$ cat src/rtl/sdma_section_packer_pkg.sv
// Shared widths and FSM encoding for the SDMA section packer.
// Widths follow the cache data width define when one is provided.
`ifndef SDMA_CACHE_DATA_W
`define SDMA_CACHE_DATA_W 256
`endif

package sdma_section_packer_pkg;

  localparam int SSP_DATA_W = `SDMA_CACHE_DATA_W;
  localparam int SSP_BYTES  = SSP_DATA_W / 8;
  localparam int SSP_CNT_W  = $clog2(SSP_BYTES) + 1;
  // Byte-lane mask width spanning the whole accumulator.
  localparam int SSP_MASK_W = 2 * SSP_BYTES;

  typedef enum logic [2:0] {
    ST_IDLE  = 3'd0,
    ST_REQ   = 3'd1,
    ST_WAIT  = 3'd2,
    ST_EMIT  = 3'd3,
    ST_FLUSH = 3'd4,
    ST_DONE  = 3'd5
  } ssp_state_e;

endpackage

$ cat src/rtl/sdma_section_packer_byte_accum.sv
// Two-word byte accumulator: appends a section at wptr, shifts down one word, clears.
// SDMA_SSP_ZEROPAD_EN forces unstrobed output lanes to zero.
module sdma_byte_accum
  import sdma_section_packer_pkg::*;
#(
  parameter int DATA_W = SSP_DATA_W,
  parameter int CNT_W  = SSP_CNT_W,
  localparam int BYTES = DATA_W / 8
) (
  input  logic              clk,
  input  logic              rst_n,
  input  logic              i_append,
  input  logic              i_shift,
  input  logic              i_clear,
  input  logic [CNT_W-1:0]  i_wptr,
  input  logic [CNT_W-1:0]  i_num,
  input  logic [DATA_W-1:0] i_data,
  input  logic [BYTES-1:0]  i_strb,
  output logic [DATA_W-1:0] o_word
);

  localparam int ACC_W = 2 * DATA_W;
  localparam int ACC_B = 2 * BYTES;

  logic [ACC_W-1:0] acc_q, acc_d;
  logic [ACC_W-1:0] ins_data, ins_mask;
  logic [ACC_B-1:0] num_mask, lane_mask;

  always_comb begin
    num_mask  = (ACC_B'(1) << i_num) - ACC_B'(1);
    lane_mask = num_mask << i_wptr;
    ins_data  = ACC_W'(i_data) << {i_wptr, 3'b000};
    ins_mask  = '0;
    for (int b = 0; b < ACC_B; b++) begin
      ins_mask[b*8 +: 8] = {8{lane_mask[b]}};
    end
    acc_d = acc_q;
    if (i_clear) begin
      acc_d = '0;
    end else if (i_shift) begin
      acc_d = acc_q >> DATA_W;
    end else if (i_append) begin
      acc_d = (acc_q & ~ins_mask) | (ins_data & ins_mask);
    end
  end

  always_ff @(posedge clk) begin
    if (!rst_n) begin
      acc_q <= '0;
    end else begin
      acc_q <= acc_d;
    end
  end

`ifdef SDMA_SSP_ZEROPAD_EN
  always_comb begin
    o_word = '0;
    for (int b = 0; b < BYTES; b++) begin
      o_word[b*8 +: 8] = i_strb[b] ? acc_q[b*8 +: 8] : 8'h00;
    end
  end
`else
  logic unused_strb;
  assign unused_strb = ^i_strb;
  assign o_word      = acc_q[DATA_W-1:0];
`endif

endmodule

$ cat src/rtl/sdma_section_packer.sv
// Packs per-section cache words into full output words; flushes on the last section.
// Optional SDMA_SSP_ZEROPAD_EN zeroes unstrobed output byte lanes.
module sdma_section_packer
  import sdma_section_packer_pkg::*;
#(
  parameter int DATA_W = SSP_DATA_W,
  parameter int CNT_W  = SSP_CNT_W,
  localparam int BYTES = DATA_W / 8
) (
  input  logic              clk,
  input  logic              rst_n,
  input  logic              i_ssp_en,
  input  logic [CNT_W-1:0]  i_ssp_num_of_bytes,
  input  logic              i_ssp_fms_sel,
  input  logic              i_ssp_last,
  output logic              o_ssp_rd_req,
  output logic              o_ssp_rd_fms,
  input  logic              i_ssp_rd_gnt,
  input  logic              i_ssp_rd_vld,
  input  logic [DATA_W-1:0] i_ssp_rd_data,
  output logic              o_ssp_wr_vld,
  input  logic              i_ssp_wr_rdy,
  output logic [DATA_W-1:0] o_ssp_wr_data,
  output logic [BYTES-1:0]  o_ssp_wr_strb,
  output logic              o_ssp_outputsectiondone,
  output logic              o_ssp_busy
);

  // Output words follow valid/ready: a word transfers on a cycle with wr_vld && wr_rdy,
  // and wr_data/wr_strb stay stable while wr_vld is high and wr_rdy is low.

  ssp_state_e       state_q, state_d;
  logic [CNT_W-1:0] wptr_q, wptr_d;
  logic [CNT_W-1:0] num_q, num_d;
  logic             sel_q, sel_d;
  logic             last_q, last_d;

  logic [CNT_W-1:0] num_clamped;
  logic [CNT_W-1:0] wptr_sum, wptr_sub;
  logic [BYTES-1:0] strb_flush;
  logic [BYTES-1:0] one_b;
  logic             acc_append, acc_shift, acc_clear;
  logic             rd_req, wr_vld, sec_done;
  logic [BYTES-1:0] wr_strb;

  assign num_clamped = (i_ssp_num_of_bytes > CNT_W'(BYTES)) ? CNT_W'(BYTES) : i_ssp_num_of_bytes;
  assign wptr_sum    = wptr_q + num_q;
  assign wptr_sub    = wptr_q - CNT_W'(BYTES);
  assign one_b       = BYTES'(1);
  assign strb_flush  = (one_b << wptr_q) - one_b;

  always_ff @(posedge clk) begin
    if (!rst_n) begin
      state_q <= ST_IDLE;
      wptr_q  <= '0;
      num_q   <= '0;
      sel_q   <= 1'b0;
      last_q  <= 1'b0;
    end else begin
      state_q <= state_d;
      wptr_q  <= wptr_d;
      num_q   <= num_d;
      sel_q   <= sel_d;
      last_q  <= last_d;
    end
  end

  always_comb begin
    state_d = state_q;
    wptr_d  = wptr_q;
    num_d   = num_q;
    sel_d   = sel_q;
    last_d  = last_q;
    case (state_q)
      ST_IDLE: begin
        if (i_ssp_en) begin
          num_d  = num_clamped;
          sel_d  = i_ssp_fms_sel;
          last_d = i_ssp_last;
          if (num_clamped != '0)               state_d = ST_REQ;
          else if (i_ssp_last && wptr_q != '0) state_d = ST_FLUSH;
          else                                 state_d = ST_DONE;
        end
      end
      ST_REQ: begin
        if (i_ssp_rd_gnt) state_d = ST_WAIT;
      end
      ST_WAIT: begin
        if (i_ssp_rd_vld) begin
          wptr_d = wptr_sum;
          if (wptr_sum >= CNT_W'(BYTES))        state_d = ST_EMIT;
          else if (last_q && wptr_sum != '0)    state_d = ST_FLUSH;
          else                                  state_d = ST_DONE;
        end
      end
      ST_EMIT: begin
        if (i_ssp_wr_rdy) begin
          wptr_d = wptr_sub;
          if (last_q && wptr_sub != '0) state_d = ST_FLUSH;
          else                          state_d = ST_DONE;
        end
      end
      ST_FLUSH: begin
        if (i_ssp_wr_rdy) begin
          wptr_d  = '0;
          state_d = ST_DONE;
        end
      end
      ST_DONE: state_d = ST_IDLE;
      default: state_d = ST_IDLE;
    endcase
  end

  always_comb begin
    rd_req     = 1'b0;
    wr_vld     = 1'b0;
    wr_strb    = '0;
    sec_done   = 1'b0;
    acc_append = 1'b0;
    acc_shift  = 1'b0;
    acc_clear  = 1'b0;
    case (state_q)
      ST_REQ:  rd_req = 1'b1;
      ST_WAIT: acc_append = i_ssp_rd_vld;
      ST_EMIT: begin
        wr_vld    = 1'b1;
        wr_strb   = '1;
        acc_shift = i_ssp_wr_rdy;
      end
      ST_FLUSH: begin
        wr_vld    = 1'b1;
        wr_strb   = strb_flush;
        acc_clear = i_ssp_wr_rdy;
      end
      ST_DONE: sec_done = 1'b1;
      default: ;
    endcase
  end

  assign o_ssp_rd_req            = rd_req;
  assign o_ssp_rd_fms            = rd_req & sel_q;
  assign o_ssp_wr_vld            = wr_vld;
  assign o_ssp_wr_strb           = wr_strb;
  assign o_ssp_outputsectiondone = sec_done;
  assign o_ssp_busy              = (state_q != ST_IDLE);

  sdma_byte_accum #(
    .DATA_W (DATA_W),
    .CNT_W  (CNT_W)
  ) u_accum (
    .clk      (clk),
    .rst_n    (rst_n),
    .i_append (acc_append),
    .i_shift  (acc_shift),
    .i_clear  (acc_clear),
    .i_wptr   (wptr_q),
    .i_num    (num_q),
    .i_data   (i_ssp_rd_data),
    .i_strb   (wr_strb),
    .o_word   (o_ssp_wr_data)
  );

endmodule

$ cat config.mk
export PLATFORM = sky130hd
export DESIGN_NAME = sdma_section_packer
export DESIGN_NICKNAME = d
export VERILOG_FILES = /design/src/rtl/sdma_section_packer_pkg.sv /design/src/rtl/sdma_section_packer_byte_accum.sv /design/src/rtl/sdma_section_packer.sv
export SDC_FILE = /design/constraint.sdc
export NUM_CORES = 2
export LEC_CHECK = 0
export CAP_MARGIN = 20
export CORE_MARGIN = 8
export CORE_UTILIZATION = 42
export DETAILED_ROUTE_END_ITERATION = 7
export SYNTH_ARGS = -nofsm -noshare
export SYNTH_HDL_FRONTEND = slang
export SYNTH_SLANG_ARGS = --single-unit
$ cat constraint.sdc
create_clock -name clk -period 4.5 [get_ports clk]
set_input_delay 1.125 -clock clk [delete_from_list [all_inputs] [get_ports clk]]
set_output_delay 1.125 -clock clk [all_outputs]
set_load 0.03 [all_outputs]
==> results summary <==
The routed length per instance came out at 35.81 um. The total number of nets in the final design is roughly 7000. The height of the chip is 351.7 um. The net count after synthesis is roughly 6400. The worst-case IR drop observed on VDD is roughly 0.33 mV.

between 500 and 600 I/O pins were placed. Of the total synthesized cell area, the portion taken by XOR and XNOR cells is 0.003517. Data arrives at the worst endpoint at roughly 5.0 ns. The root buffer cell chosen for the clock tree is sky130_fd_sc_hd__clkbuf_16. CTS saw 529 sinks. The yosys synthesis warning count came out at 0. Between clock sinks in the finished design, the worst skew comes to between 0.02 and 0.025 ns. The worst setup path is of the flop to flop kind. The site row count came out at about 120. The transition time at the pin with the least slew margin is between 1 and 1.5 ns. Synthesis handed over a netlist of roughly 6000 instances. The synthesis-to-finish area growth came out at 26.81%. The placeable core region is between 100000 and 150000 um2. The number of inserted filler cells in the final layout came out at approximately 11000. The largest net degree at the start of global routing came out at between 200 and 250. The max-capacitance violation count came out at 0. The worst setup path is captured at a flop. The commonest non-fill, non-tap cell in the layout is sky130_fd_sc_hd__nand2_1. The count of antenna-violating nets left after detailed routing came out at 0. The share of the clock period used by the worst path came out at 0.9822. The final global-route overflow total came out at 0. The iteration count of the initial detailed-routing pass is 8. The required time at the worst-slack endpoint is between 5 and 6 ns. The worst hold path class is flop to flop.

The share of synthesized area in the top cell type comes to 0.2238. The flow ran to the end, and the final reports show no timing, DRC or antenna violations. The total number of vias came out at 56520. The final hold slack came out at roughly 0.45 ns. Of the post-synthesis cell area, the part taken by muxes is 0.2061. Detailed placement finished with a half-perimeter wire length of 230.9 mm. The hold-fix buffer count after cts came out at 0. Setup repair after global routing left no endpoint under its margin.

The aggregate routed wire length is 296.7 mm. The number of antenna violations at the first check in global routing came out at 30. The final count of hold timing violations came out at 0. The clock transition at the registers of the reported paths came out at about 0.06 ns. The number of global-route vias before repair came out at 51890. The final count of negative-setup-slack endpoints is 0.

After synthesis, the cell types taking the most area are sky130_fd_sc_hd__dfxtp_1 22%, sky130_fd_sc_hd__mux2i_1 9.5%, sky130_fd_sc_hd__mux4_2 7.9%. The leading register cell type out of synthesis is sky130_fd_sc_hd__dfxtp_1. The wire length of the first global-routing pass is just over 400 mm. The maximum level of the CTS H-tree came out at 3. In the final layout, the multi-input gates occupy between 30000 and 40000 um2.

For this run, design rule violations remaining after detail routing come to 0. The cell area after technology mapping is around 47000 um2. For this configuration, the core starts out at a cell density of 0.4218. The fraction of the mapped netlist area in adder cells is 0.002274. The library cells used most frequently in the layout, excluding fill and tap cells, are 890 x sky130_fd_sc_hd__nand2_1, 711 x sky130_fd_sc_hd__buf_4, 532 x sky130_fd_sc_hd__clkdlybuf4s50_1, 519 x sky130_fd_sc_hd__dfxtp_1. The number of enable flip-flop cells after synthesis is 0.

The count of input and output buffers is roughly 560. The post-synthesis simple-gate area fraction is 0.1680. The average cell area after synthesis came out at between 7 and 8 um2. In this run the static leakage power is 21.65 nW. The fraction of the yosys area taken by sequential cells came out at 0.2238. Dividing total power by cell area gives a power density of around 340 nW/um2. For the worst-skew pair, the clock arrives at the later sink with an insertion delay of a little under 0.7 ns. Derived from the worst setup path, the maximum achievable clock frequency is roughly 230 MHz. The share of flip-flops with an asynchronous set or reset after synthesis is 0. Routability-driven placement finished with a final weighted congestion of ~1.1.

Summing all flip-flop and latch instances after layout gives between 10000 and 15000 um2. The final core utilization is 0.5348. The number of violations reported at the end of detailed-routing iteration 0 came out at 9296. The number of register bits inferred by synthesis is 529.

TritonCTS built the clock tree. The worst setup path is launched from a flop. The smallest clock period supported by the final layout is computed as between 4 and 5 ns. By area, the combinational part of the netlist is dominated by compound AO/OA/AOI/OAI gates. The number of clock buffers inserted by TritonCTS is between 60 and 70.

The number of buffers between clock root and the deepest sink is 3. The floorplan die area is 123700 um2. The highest net fanout along the worst path is 15. The share of layout cells above drive strength 1 is 0.2034. The synthesized-area fraction occupied by ao, oa, aoi and oai cells is 0.2991. The global router's overall resource usage came out at 0.4555.

In the routed layout, each cell is associated on average with a via count of between 6 and 7. The width of the die is 351.7 um. The largest total area in the synthesized netlist belongs to sky130_fd_sc_hd__dfxtp_1.

The final-report max-slew violation count came out at 0. The distinct cell type count after synthesis is around 120. The worst pin sits at a relative slew slack of 0.2436.
## area by class of cell
class | count | area share
Inverter | 75 | 0.004879
Timing Repair Buffer | 1332 | 0.2071
Clock inverter | 30 | 0.007486
Sequential cell | 529 | 0.1769
Multi-Input combinational cell | 4705 | 0.5393
Clock buffer | 93 | 0.03213
Antenna cell | 20 | 0.0008341
Tap cell | 1500 | 0.03128
## cell families (layout without fill, tap and decap cells)
group,count (synthesis),in the layout
and+or+nand+nor,1847,1847
xor gates and xnor gates,19,19
other,0,20
DFF,529,529
buffers and inverters,906,1530
AOI/OAI and AO/OA,2080,2080
adders and majority gates,8,8
muxes,751,751
## stage by stage
| stage | worst slack (ns) | TNS [ns] | instance area (um2) | instances | total power [W] |
|---|---|---|---|---|---|
| 2_1_floorplan | 0.08085 | 0 | 47320 | 6140 | 0.009666 |
| 3_3_place_gp | -0.3621 | -6.084 | 57410 | 8136 | 0.01411 |
| 3_5_place_dp | -0.1467 | -3.227 | 57420 | 8137 | 0.01411 |
| 4_1_cts | 0.01714 | 0 | 59870 | 8263 | 0.02008 |
| 5_1_grt | 0.004090 | 0 | 59960 | 8267 | 0.02094 |
| 6_report | 0.08028 | 0 | 60010 | 8284 | 0.02053 |
## power by group
part | switching, W | internal, W
Sequential | 0.000228 | 0.00491
Combinational | 0.00597 | 0.00341
Clock | 0.00241 | 0.00359
Total | 0.00861 | 0.0119
## critical path, stage by stage (launching register included)
cell and delay, ns:
sky130_fd_sc_hd__dfxtp_1 0.30, sky130_fd_sc_hd__or4_1 0.56, sky130_fd_sc_hd__nor2_1 0.19, sky130_fd_sc_hd__inv_1 0.09
sky130_fd_sc_hd__ha_2 0.26, sky130_fd_sc_hd__buf_4 0.22, sky130_fd_sc_hd__nor2b_1 0.16, sky130_fd_sc_hd__buf_4 0.15
sky130_fd_sc_hd__nand3_1 0.07, sky130_fd_sc_hd__o21a_1 0.27, sky130_fd_sc_hd__o2bb2ai_1 0.13, sky130_fd_sc_hd__a2111oi_2 0.56
sky130_fd_sc_hd__buf_4 0.25, sky130_fd_sc_hd__a21oi_1 0.14, sky130_fd_sc_hd__a21oi_2 0.35, sky130_fd_sc_hd__nor2_2 0.19
sky130_fd_sc_hd__a221oi_1 0.40
## worst paths after layout
| check | slack, ns | from | cells after the start | end |
|---|---|---|---|---|
| setup / recovery | 0.08 | num_q[1] | 16 | flop |
| hold / removal | 0.45 | flop | 2 | flop |
| setup reg to reg | 0.08 | num_q[1] | 16 | flop |
| hold reg to reg | 0.45 | flop | 2 | flop |
## cells in the mapped netlist (all sizes together) (12+ instances only)
cell type / number
a221oi: 113
a211o: 20
xnor2: 17
nor2: 495
dfxtp: 529
or3: 19
a2bb2oi: 12
o211a: 39
nand2: 894
nor4: 20
o21a: 57
inv: 71
and3: 29
a21oi: 439
a221o: 20
a31o: 12
mux2i: 451
nor3b: 16
nand3: 117
mux2: 135
nor3: 121
o22ai: 82
or2: 21
o31ai: 28
and2: 30
a22oi: 172
o2bb2ai: 12
buf: 475
o21ai: 511
a21o: 16
mux4: 165
a31oi: 83
a211oi: 143
o211ai: 58
nor2b: 14
a22o: 50
clkbuf: 356
a311oi: 13
o221ai: 35
nand2b: 30
o31a: 18
o311ai: 13
a32oi: 16
## routing by layer
layer	GRT usage	up-vias	part of all wire
met1	0.5919	27520	0.39
li1	-	23910	-
met5	0	-	0.00037
met4	0.2432	10	0.065
met3	0.1914	806	0.15
met2	0.6357	4275	0.40
## what timing repair did
item	in CTS	in global routing
resized for setup	11	24
setup endpoints to repair	67	230
pin swaps	0	3
buffers inserted	3	1
cloned	0	0
No activity file was read; power rests on OpenSTA's default activity.
